### src/rtl/ialm_mul_ctrl.sv
// Sequencer and two-requester round-robin arbiter for a shared unsigned approximate multiplier core.
// Optional build macro ZERO_BYPASS_EN: skips the core when either magnitude is zero.
module ialm_mul_ctrl #(
    parameter int W        = 16,
    parameter int CORE_LAT = 2
) (
    input  logic           clk,
    input  logic           rst_n,
    input  logic           a_valid,
    output logic           a_ready,
    input  logic [W-1:0]   a_x1,
    input  logic [W-1:0]   a_x2,
    input  logic           b_valid,
    output logic           b_ready,
    input  logic [W-1:0]   b_x1,
    input  logic [W-1:0]   b_x2,
    output logic           core_start,
    output logic [W-1:0]   core_u,
    output logic [W-1:0]   core_v,
    input  logic [2*W-1:0] core_p,
    output logic           res_valid,
    input  logic           res_ready,
    output logic [2*W-1:0] res_p,
    output logic           res_src,
    output logic           busy
);

    localparam int CW = $clog2(CORE_LAT + 1);

    typedef enum logic [2:0] {IDLE, CONV, MUL, FIX, OUT} state_t;

    state_t          state;
    state_t          state_nxt;
    logic            prio;          // 0 = A has priority, 1 = B
    logic [W-1:0]    x1_q;
    logic [W-1:0]    x2_q;
    logic            src_q;
    logic            sign_q;
    logic [CW-1:0]   cnt;
    logic [2*W-1:0]  p_q;
    logic [W-1:0]    mag1;
    logic [W-1:0]    mag2;
    logic            a_hs;
    logic            b_hs;

    // Most-negative input wraps to itself, which read as unsigned is exactly 2^(W-1).
    assign mag1 = x1_q[W-1] ? (~x1_q + 1'b1) : x1_q;
    assign mag2 = x2_q[W-1] ? (~x2_q + 1'b1) : x2_q;

    assign a_hs = a_valid & a_ready;
    assign b_hs = b_valid & b_ready;

    // NOTE: sequential state uses non-blocking assignments so every register samples pre-edge values.
    always_ff @(posedge clk or negedge rst_n) begin
        if (!rst_n) begin
            state <= IDLE;
        end else begin
            state <= state_nxt;
        end
    end

    // NOTE: default assignment first so no path through the case can infer a latch.
    always_comb begin
        state_nxt = state;
        case (state)
            IDLE: if (a_hs || b_hs) state_nxt = CONV;
            CONV: begin
`ifdef ZERO_BYPASS_EN
                if (mag1 == '0 || mag2 == '0) state_nxt = FIX;
                else                          state_nxt = MUL;
`else
                state_nxt = MUL;
`endif
            end
            MUL:  if (cnt == '0) state_nxt = FIX;
            FIX:  state_nxt = OUT;
            OUT:  if (res_ready) state_nxt = IDLE;
            default: state_nxt = IDLE;
        endcase
    end

    // Arbitration is only open in IDLE; the priority requester wins a tie.
    always_comb begin
        a_ready = 1'b0;
        b_ready = 1'b0;
        busy    = (state != IDLE);
        if (state == IDLE) begin
            a_ready = a_valid & (~prio | ~b_valid);
            b_ready = b_valid & ( prio | ~a_valid);
        end
    end

    always_ff @(posedge clk or negedge rst_n) begin
        if (!rst_n) begin
            prio       <= 1'b0;
            x1_q       <= '0;
            x2_q       <= '0;
            src_q      <= 1'b0;
            sign_q     <= 1'b0;
            cnt        <= '0;
            p_q        <= '0;
            core_start <= 1'b0;
            core_u     <= '0;
            core_v     <= '0;
            res_valid  <= 1'b0;
            res_p      <= '0;
            res_src    <= 1'b0;
        end else begin
            case (state)
                IDLE: begin
                    if (a_hs) begin
                        x1_q  <= a_x1;
                        x2_q  <= a_x2;
                        src_q <= 1'b0;
                    end else if (b_hs) begin
                        x1_q  <= b_x1;
                        x2_q  <= b_x2;
                        src_q <= 1'b1;
                    end
                end
                CONV: begin
                    core_u     <= mag1;
                    core_v     <= mag2;
                    sign_q     <= x1_q[W-1] ^ x2_q[W-1];
                    cnt        <= CW'(CORE_LAT);
                    core_start <= (state_nxt == MUL);
                    p_q        <= '0;
                end
                MUL: begin
                    core_start <= 1'b0;
                    if (cnt == '0) p_q <= core_p;
                    else           cnt <= cnt - 1'b1;
                end
                FIX: begin
                    // Negating zero yields zero, so a zero product never turns negative.
                    res_p     <= sign_q ? (~p_q + 1'b1) : p_q;
                    res_src   <= src_q;
                    res_valid <= 1'b1;
                end
                OUT: begin
                    if (res_ready) begin
                        res_valid <= 1'b0;
                        prio      <= ~res_src;
                    end
                end
                default: ;
            endcase
        end
    end

endmodule

### config.mk
export PLATFORM = sky130hd
export DESIGN_NAME = ialm_mul_ctrl
export DESIGN_NICKNAME = d
export VERILOG_FILES = /design/src/rtl/ialm_mul_ctrl.sv
export SDC_FILE = /design/constraint.sdc
export NUM_CORES = 1
export LEC_CHECK = 0
export BUFFER_PORTS_ARGS = -buffer_cell sky130_fd_sc_hd__buf_4
export CORE_ASPECT_RATIO = 0.75
export CORE_MARGIN = 2
export CORE_UTILIZATION = 35
export CTS_CLUSTER_SIZE = 12
export DETAILED_ROUTE_END_ITERATION = 8
export HOLD_SLACK_MARGIN = 0.02
export PLACE_DENSITY = 0.61
export SLEW_MARGIN = 5
export SYNTH_ARGS = -nofsm -noshare
export SYNTH_HDL_FRONTEND = slang
export SYNTH_SLANG_ARGS = --single-unit
### constraint.sdc
create_clock -name clk -period 2.2 [get_ports clk]
set_clock_uncertainty 0.15 [all_clocks]
set_input_delay 0.22 -clock clk [delete_from_list [all_inputs] [get_ports clk]]
set_output_delay 0.22 -clock clk [all_outputs]
set_load 0.05 [all_outputs]
After elaboration in Yosys (flattened, before gate mapping) --
Index checks and enable logic that the tools add are counted.
Operators by class: add/subtract/negate cells 4, equality and inequality tests 8, multiplexer cells 22, bitwise operators 14, reductions and logical operators 12
Operators by type and width (count):
- 16-bit two-way mux | 6
- 32-bit two-way mux | 2
- 32-bit case mux with 2 select lines | 1
- 16-bit by 1-bit adder with 16-bit output, second input constant | 2
- 32-bit by 1-bit adder with 32-bit output, second input constant | 1
- 16-bit inverter | 2
- 32-bit inverter | 1
- 3-bit case mux with 5 select lines | 1
- 2-bit AND reduction | 5
- 3-bit by 2-bit equality test with 1-bit output, second input constant | 3
- 3-bit two-way mux | 3
- 2-bit != test, second input constant | 3
- 2-bit nonzero test | 3
- 1-bit two-way mux | 5
- 1-bit AND | 4
- 1-bit inverter | 4
- 1-bit case mux with 2 select lines | 2
- 2-bit case mux with 2 select lines | 1
- 3-bit by 1-bit equality test with 1-bit output, second input constant | 1
- 3-bit equality test, second input constant | 1
- 3-bit logical NOT | 1
- 3-bit nonzero test | 1
- 2-bit logical NOT | 1
- 2-bit two-way mux | 1
- 4 further kinds | 5
Word-level totals: register bits 139, input port bits 101, output and inout port bits 70, word-level logic and storage cells 74

Depth between registers and ports, before layout --
Gate-level depths: netlist of the first run.
word-level depth 10, gate-level depth with buffers 8, gate-level depth less buffers 7

Least setup slack after synthesis of the first run --
Ideal clock, no wire load.
kind register to register, start point reg x2_q[1], end point reg core_v[10], setup time 0.130 ns, arrival 1.914 ns, data required time 1.920 ns, slack 0.006 ns, stages on the path, launching flop included 8, path buffers 0, clock period less this slack 2.194 ns, cells stage by stage dfrtp_1 -> inv_1 -> ha_1 -> or3b_1 -> or4_4 -> o41ai_1 -> xor2_1 -> o21ai_1
On the way: word-level cells in the longest chain between the ends 3
RTL lines:
- start: declaration | RTL line 36 | logic [W-1:0] x2_q;
- start signal: assignment | RTL line 97 | x2_q <= '0;
- start signal: assignment | RTL line 113 | x2_q <= a_x2;
- start signal: assignment | RTL line 117 | x2_q <= b_x2;
- 16-bit inverter | RTL line 48 | assign mag2 = x2_q[W-1] ? (~x2_q + 1'b1) : x2_q;
- 16-bit by 1-bit adder with 16-bit output | RTL line 48
- 16-bit two-way mux | RTL line 48
- end signal: assignment | RTL line 123 | core_v <= mag2;
- end: declaration | RTL line 19 | output logic [W-1:0] core_v,
No other way between the ends. A chain may end at the register's enable or synchronous reset.

Worst setup path in the final report of the first run --
start point reg x2_q[1], end point reg core_v[8]
The elaborated chain is that of the path after synthesis.

==> results.md, run 1 <==
- CP Capture Type: flip-flop
- Final max-slew violation count: 0
- Die height: between 100 and 150 µm
- HP Class: input pin to asynchronous set/reset pin
- Clk Latency, worst-skew pair: 0.42 ns
- Critical Path Source Type: flip-flop
- Crit path required time: 2.33 ns
- Reg clk slew, reported paths: approximately 0.06 ns
- Cell mode on critical path: o21ai_0
- Wirelength per Cell: 15.47 µm
- Clk pwr share: 14.4%
- Final Non-Filler Cells: 1335
- Area grow syn2layout: 57.68%
- Final Util: 55.77%
- Drt pass-1 iters: 5
- Post-route setup TNS: 0 ns
- Post-Synthesis Cells: 752
- Kind of critical path: flip-flop to flip-flop
- Status: finished clean
- Fmax: 456.2 MHz
- Final worst slack: 0.008115 ns
- Reg power frac: 25.1%
- Avg Inst Size Synth: 9.011 µm²
- NumNets Final: 1174
- Post-synth EDFFs: 0
- Synthesized Nets: 857
- Post-layout minimum cycle time: 2.192 ns
- Critical Path Max Stage Delay: 0.48 ns
- Number of diodes: 0
- Syn. warnings: 0
- Gate power share: 60.5%
- Pwr Density: around 1800 nW/µm²
- Detailed Route WL: 20.65 mm
- Max-slew headroom: 55.42%
- Final setup violation count: 0
- Largest net degree at the start of global routing: 67
- NetSw: 9.307 mW
- CORE AREA: about 19000 µm²
- Final hold viol count: 0
- Slew @ Worst Pin: 0.6688 ns
- Commonest non-fill, non-tap cell in the layout: buf_4
- DR vias/cell: 4.832
- H-tree depth: 4
- Ys flop type: dfrtp_1
- Synth Area in Compound Gates: 13.88%
- Post-synthesis mux area share: 0.9047%
- First-pass GRT wire length: 32.41 mm
- Vias in the first global route: 6311
- Static leakage: 5.198 nW
- Synth cell types: 45
- Largest family of logic cells by synthesized area: simple AND/OR/NAND/NOR gates
- Max-Cap Viols: 0
- Mapped cell area: 6776 µm²
- Antenna viol nets, final: 0
- Die area: 20500 µm²
- CTS Buffer Depth: 2
- Most frequent cells in the layout: 233 x buf_4, 199 x nand2_1, 138 x dfrtp_1
- DRC: 0
- Ports: 171
- Sw frac: 47.34%
- Crit path arrival time: 2.32 ns
- Xor/xnor share of the synthesized area: around 7.5%
- Power Total: 19.66 mW
- Seq cells post-synth: 139
- Initial antenna violation count: 0
- CP cell instances: inv_1 -> ha_2 -> or3b_4 -> or4_4 -> o21ai_0 -> xor2_1 -> o21ai_0
- Seq/Total Area, Yosys: between 50% and 60%
- RSZ-0062 raised after global routing: true
- Global route total overflow: 0
- Die width: approximately 160 µm
- CTS tree: built
- Worst vdd ir: 813.2 µV
- DRT iter0 DRCs: around 420
- Final period util: 99.63%
- IO Port Bufs: 170
- Ys async rst share: 100.0%
- Initial Util: 35.37%
- Simple-Gate Fraction of Synth Area: 22.27%
- RD Place Congestion: 0.8512
- Vias: 6451
- Number of buffers created by CTS: 17
- Core Rows: 44
- Synthesized-area fraction occupied by adder cells: 0.7386%
- HPWL after detailed placement: 13.61 mm
- Internal power: 10.35 mW
- CP max-delay cell: or4_4
- CTS sink count: roughly 140
- DP Worst Slack: -0.09106 ns
- Layout cells sized above 1: 29.67%
- Root buffer cell: clkbuf_16
- Post-placement cell count: 1199
- Gr usage total: 20.20%
- CP max FO: 4
==> power by group through the flow <==
stage / sequential [mW] / combinational (mW) / clock, mW
after floorplan: 6.64 / 4.95 / 0
after global placement: 4.89 / 10.5 / 0
after detailed placement: 4.90 / 10.6 / 0
after CTS: 4.89 / 11.1 / 2.89
after global routing: 5.12 / 12.9 / 3.01
final: 4.94 / 11.9 / 2.83
==> timing repair <==
action | CTS | global route
setup endpoints to repair | 10 | 30
gates cloned | 0 | 1
hold endpoints to repair | 205 | 0
buffers inserted | 0 | 5
hold buffers | 98 | 0
gates resized for setup | 7 | 39
pin swaps | 2 | 14
==> sequential cells by signal, summed over array words and instances, names as in the netlist <==
name	cells
sign_q	1
res_valid	1
res_p	32
state	3
src_q	1
core_u	16
core_v	16
p_q	32
res_src	1
core_start	1
x2_q	16
cnt	2
prio	1
x1_q	16
==> cells in the mapped netlist (3+ instances only) <==
cell type	count	area share, %
a31oi_1	32	3.0
nand4b_2	3	0.66
buf_2	6	0.44
o41ai_1	6	0.78
xnor2_1	8	1.0
o21ai_0	70	5.2
or3_1	6	0.55
o41ai_2	4	0.96
nand2_1	201	11
o21ai_1	7	0.52
nor4_1	4	0.37
nor3_1	6	0.44
mux2i_1	5	0.74
o31ai_1	16	1.8
a21oi_1	10	0.74
nor2b_1	4	0.37
nand2b_1	4	0.37
dfrtp_1	139	51
clkbuf_1	34	1.9
xor2_1	50	6.5
nor2_1	46	2.5
or4_1	7	0.78
nand3_1	40	3.0
buf_1	4	0.22
ha_1	4	0.74
inv_1	14	0.78
==> worst max-delay path, delay by kind of cell, from the launching register on <==
| kind | cells | cell delay [ns] |
|---|---|---|
| buf+inv | 1 | 0.06 |
| simple gates | 2 | 0.85 |
| flops | 1 | 0.39 |
| compound gates | 2 | 0.30 |
| fa+ha+maj | 1 | 0.16 |
| xor+xnor | 1 | 0.15 |
==> path summary, 6_finish.rpt <==
path                            cells after the start        end  slack (ns)  startpoint
worst min-delay path                                2    x1_q[6]        0.14       rst_n
max in group asynchronous                           3     p_q[2]        1.06       rst_n
worst min register to register                      1       prio        0.33     res_src
worst max register to register                      7  core_v[8]       0.008     x2_q[1]
worst max-delay path                                7  core_v[8]       0.008     x2_q[1]
min in group clk                                    4      src_q        0.17     a_valid
==> per-stage QoR <==
| step | hold slack [ns] | area (µm²) |
|---|---|---|
| 6_report | 0.1374 | 10690 |
| 5_1_grt | 0.1521 | 10690 |
| 4_1_cts | 0.1368 | 10420 |
| 3_5_place_dp | 0.01921 | 8805 |
| 3_3_place_gp | 0.01580 | 8805 |
| 2_1_floorplan | -0.2256 | 6777 |
==> metal layers <==
metal	global-route usage (%)	part of all wire, %
met5	0	0
met4	6.650	1.9
met3	4.762	5.8
met2	30.62	45
met1	28.42	47
==> area by class of cell <==
| cell class | count | area (µm²) |
|---|---|---|
| Inverter | 15 | 60.06 |
| Tap cell | 253 | 316.6 |
| Timing Repair Buffer | 342 | 2929 |
| Multi-Input combinational cell | 554 | 3322 |
| Clock inverter | 12 | 141.4 |
| Sequential cell | 139 | 3480 |
| Fill cell | 1689 | 8473 |
| Clock buffer | 20 | 436.7 |
==> logic make-up (layout without fill, tap and decap cells) <==
family                     after synthesis  after routing
DFF                                    139            139
muxes                                    6              6
AOI/OAI and AO/OA                      150            150
adders and majority gates                4              4
and+or+nand+nor                        336            336
xor gates and xnor gates                58             58
buffers and inverters                   59            389
No activity file was read; power rests on OpenSTA's default activity.
==> run 2: changes to the inputs <==
PLACE_DENSITY = default   (was 0.61)
PLACE_DENSITY_LB_ADDON = 0.2   (was default)
==> run 2 against run 1 <==
The run now ends with negative setup slack left; register-to-register slack worse by 0.02 ns; die area unchanged; cell area up 0.59%; worst hold slack worse by 0.0036 ns; first-iteration DRC count shrank 11%; total power up 1.6%; combinational power barely moved; clock power is 13% higher; sequential power is 1% lower; global-route usage grew 0.51 points; cell count is 0.22% higher; count of clock-buffer cells in the layout decreased by 1; critical path type unchanged; highest routed layer unchanged.
==> results.md, run 2 (synthesis results as in run 1) <==
- Vias: 6471 (+0.31%)
- CP bufs+invs: 1 (unchanged)
- Crit path arrival time: 2.38 ns (+0.06 ns)
- Vias in the first global route: 6566 (+4.0%)
- Placed cell areas: 8787 µm² (-0.20%)
- Final Cell Area: 10750 µm² (+0.59%)
- Static leakage: 5.237 nW (+0.76%)
- DRC: 0 (unchanged)
- HP Class: input pin to asynchronous set/reset pin
- CP cell instances: inv_1 -> ha_2 -> or3b_4 -> or4_4 -> o41ai_4 -> xor2_1 -> o21ai_1
- Drt pass-1 iters: 5 (unchanged)
- Crit path required time: 2.37 ns (+0.04 ns)
- Pwr Density: 1859 nW/µm² (+1.0%)
- CTS Buffer Depth: 2 (unchanged)
- Fmax: 451.7 MHz (-1.0%)
- Kind of critical path: flip-flop to flip-flop
- Max-slew headroom: 48.45% (-7.0 points)
- Layout cells sized above 1: 30.14% (+0.47 points)
- NumNets Final: 1177 (+0.26%)
- Ports: 171 (unchanged)
- Number of diodes: 0 (unchanged)
- DRT iter0 DRCs: 376 (-11%)
- CTS tree: built
- Clk Latency, worst-skew pair: 0.43 ns (about the same)
- Slew @ Worst Pin: 0.7732 ns (+0.1045 ns)
- Detailed Route WL: 20.67 mm (+0.11%)
- Number of buffers created by CTS: 17 (unchanged)
- Critical Path Max Stage Delay: 0.47 ns (about the same)
- RSZ-0062 raised after global routing: true
- RD Place Congestion: 0.7694 (-9.6%)
- Violated checks: negative setup slack
- Top Registers: p_q: 32 flops, res_p: 32 flops
- HPWL after detailed placement: 13.79 mm (+1.3%)
- Final Util: 56.10% (+0.33 points)
- CP max-delay cell: or4_4
- CP Capture Type: flip-flop
- Initial antenna violation count: 0 (unchanged)
- Final hold viol count: 0 (unchanged)
- Die area: 20500 µm² (unchanged)
- Post-layout minimum cycle time: 2.214 ns (+0.02221 ns)
- Root buffer cell: clkbuf_16
- Global route total overflow: 0 (unchanged)
- IO Port Bufs: 170 (unchanged)
- Commonest non-fill, non-tap cell in the layout: buf_4
- CTS sink count: 139 (unchanged)
- Reg clk slew, reported paths: 0.07 ns (about the same)
- Worst path top cell family by delay: simple AND/OR/NAND/NOR gates
- Initial Util: 35.37% (unchanged)
- Final max-slew violation count: 0 (unchanged)
- DR vias/cell: 4.836 (about the same)
- Largest net degree at the start of global routing: 44 (-34%)
- Most frequent cells in the layout: 237 x buf_4, 199 x nand2_1, 138 x dfrtp_1
- Critical Path Source Type: flip-flop
- Final setup violation count: 2 (+2)
- Storage cell area: 3480 µm² (unchanged)
- CORE AREA: 19160 µm² (unchanged)
- Final worst slack: -0.01409 ns (-0.02221 ns)
- Worst vdd ir: 1020 µV (+25%)
- Core Rows: 44 (unchanged)
- Max-Cap Viols: 0 (unchanged)
- Gr usage total: 20.71% (+0.51 points)
- FILL cells: 1723 (+2.0%)
- Area grow syn2layout: 58.60%
- Wirelength per Cell: 15.45 µm (-0.11%)
- Final period util: 100.6% (+1.0 points)
- Multi-input logic area: 3326 µm² (+0.11%)
- H-tree depth: 4 (unchanged)
- Die width: 164.7 µm (unchanged)
- Antenna viol nets, final: 0 (unchanged)
- CP max FO: 4 (unchanged)
- Status: finished with violations
- First-pass GRT wire length: 33.18 mm (+2.4%)
- Die height: 124.5 µm (unchanged)
## run 2: changes by cell type in the layout (fill, tap and decap cells not counted), sizes merged
cell / delta
clkinvlp: -4
buf: +3
inv: -1
dlygate4sd3: -1
dlymetal6s4s: +1
clkinv: +4
clkbuf: -2
bufinv: +3
## run 2: timing repair
action	CTS	global route
setup buffers	0	7
setup endpoints to repair	9	31
pin swaps	2	15
hold buffers	98	0
cloned	0	1
gates resized for setup	9	44
endpoints found under the hold margin	205	0
## run 2: per-layer routing
metal | part of all wire, % | track usage, % | up-vias
met5 | 0 | 0 | -
met4 | 1.2 | 6.394 | 0
met3 | 4.2 | 5.261 | 19
met2 | 46 | 31.21 | 122
met1 | 49 | 29.23 | 3125
li1 | - | - | 3205
## run 2: area by class of cell
| cell class | count | share of cell area [%] |
|---|---|---|
| tap | 253 | 2.945 |
| inverter | 15 | 0.5588 |
| clock buffer | 19 | 4.028 |
| timing repair buffer | 344 | 27.09 |
| timing repair inverter | 1 | 0.04657 |
| sequential | 139 | 32.37 |
| multi-input combinational | 554 | 30.94 |
| clock inverter | 13 | 2.014 |
## run 2: power breakdown
group          leakage (nW)  total, mW  internal, mW  switching [mW]
registers              1.74       4.89          3.81            1.08
logic                  3.19       11.9          4.73            7.15
clock network         0.316       3.21          2.03            1.18
## run 2: path summary, 6_finish.rpt
path                          start    endpoint  slack, ns  depth (start not counted)
setup / recovery            x2_q[1]  core_v[10]      -0.01                          7
hold / removal                rst_n     x1_q[4]       0.13                          2
setup reg to reg            x2_q[1]  core_v[10]      -0.01                          7
hold reg to reg            res_p[9]    res_p[9]       0.33                          2
max in group asynchronous     rst_n   core_v[6]       1.14                          3
min in group clk            a_x2[5]     x2_q[5]       0.15                          4
## run 2: stage by stage
| step | instances | hold slack, ns | power [mW] | worst slack (ns) | TNS [ns] |
|---|---|---|---|---|---|
| finish | 1338 | 0.1338 | 19.98 | -0.01409 | -0.01994 |
| global route | 1338 | 0.1534 | 21.36 | -0.09177 | -0.4925 |
| CTS | 1330 | 0.1308 | 19.07 | -0.01380 | -0.01616 |
| detailed placement | 1200 | 0.02462 | 15.42 | -0.08634 | -0.2063 |
| global placement | 1200 | 0.02340 | 15.33 | -0.008194 | -0.01047 |
| floorplan | 752 | -0.2256 | 11.59 | 0.006287 | 0 |
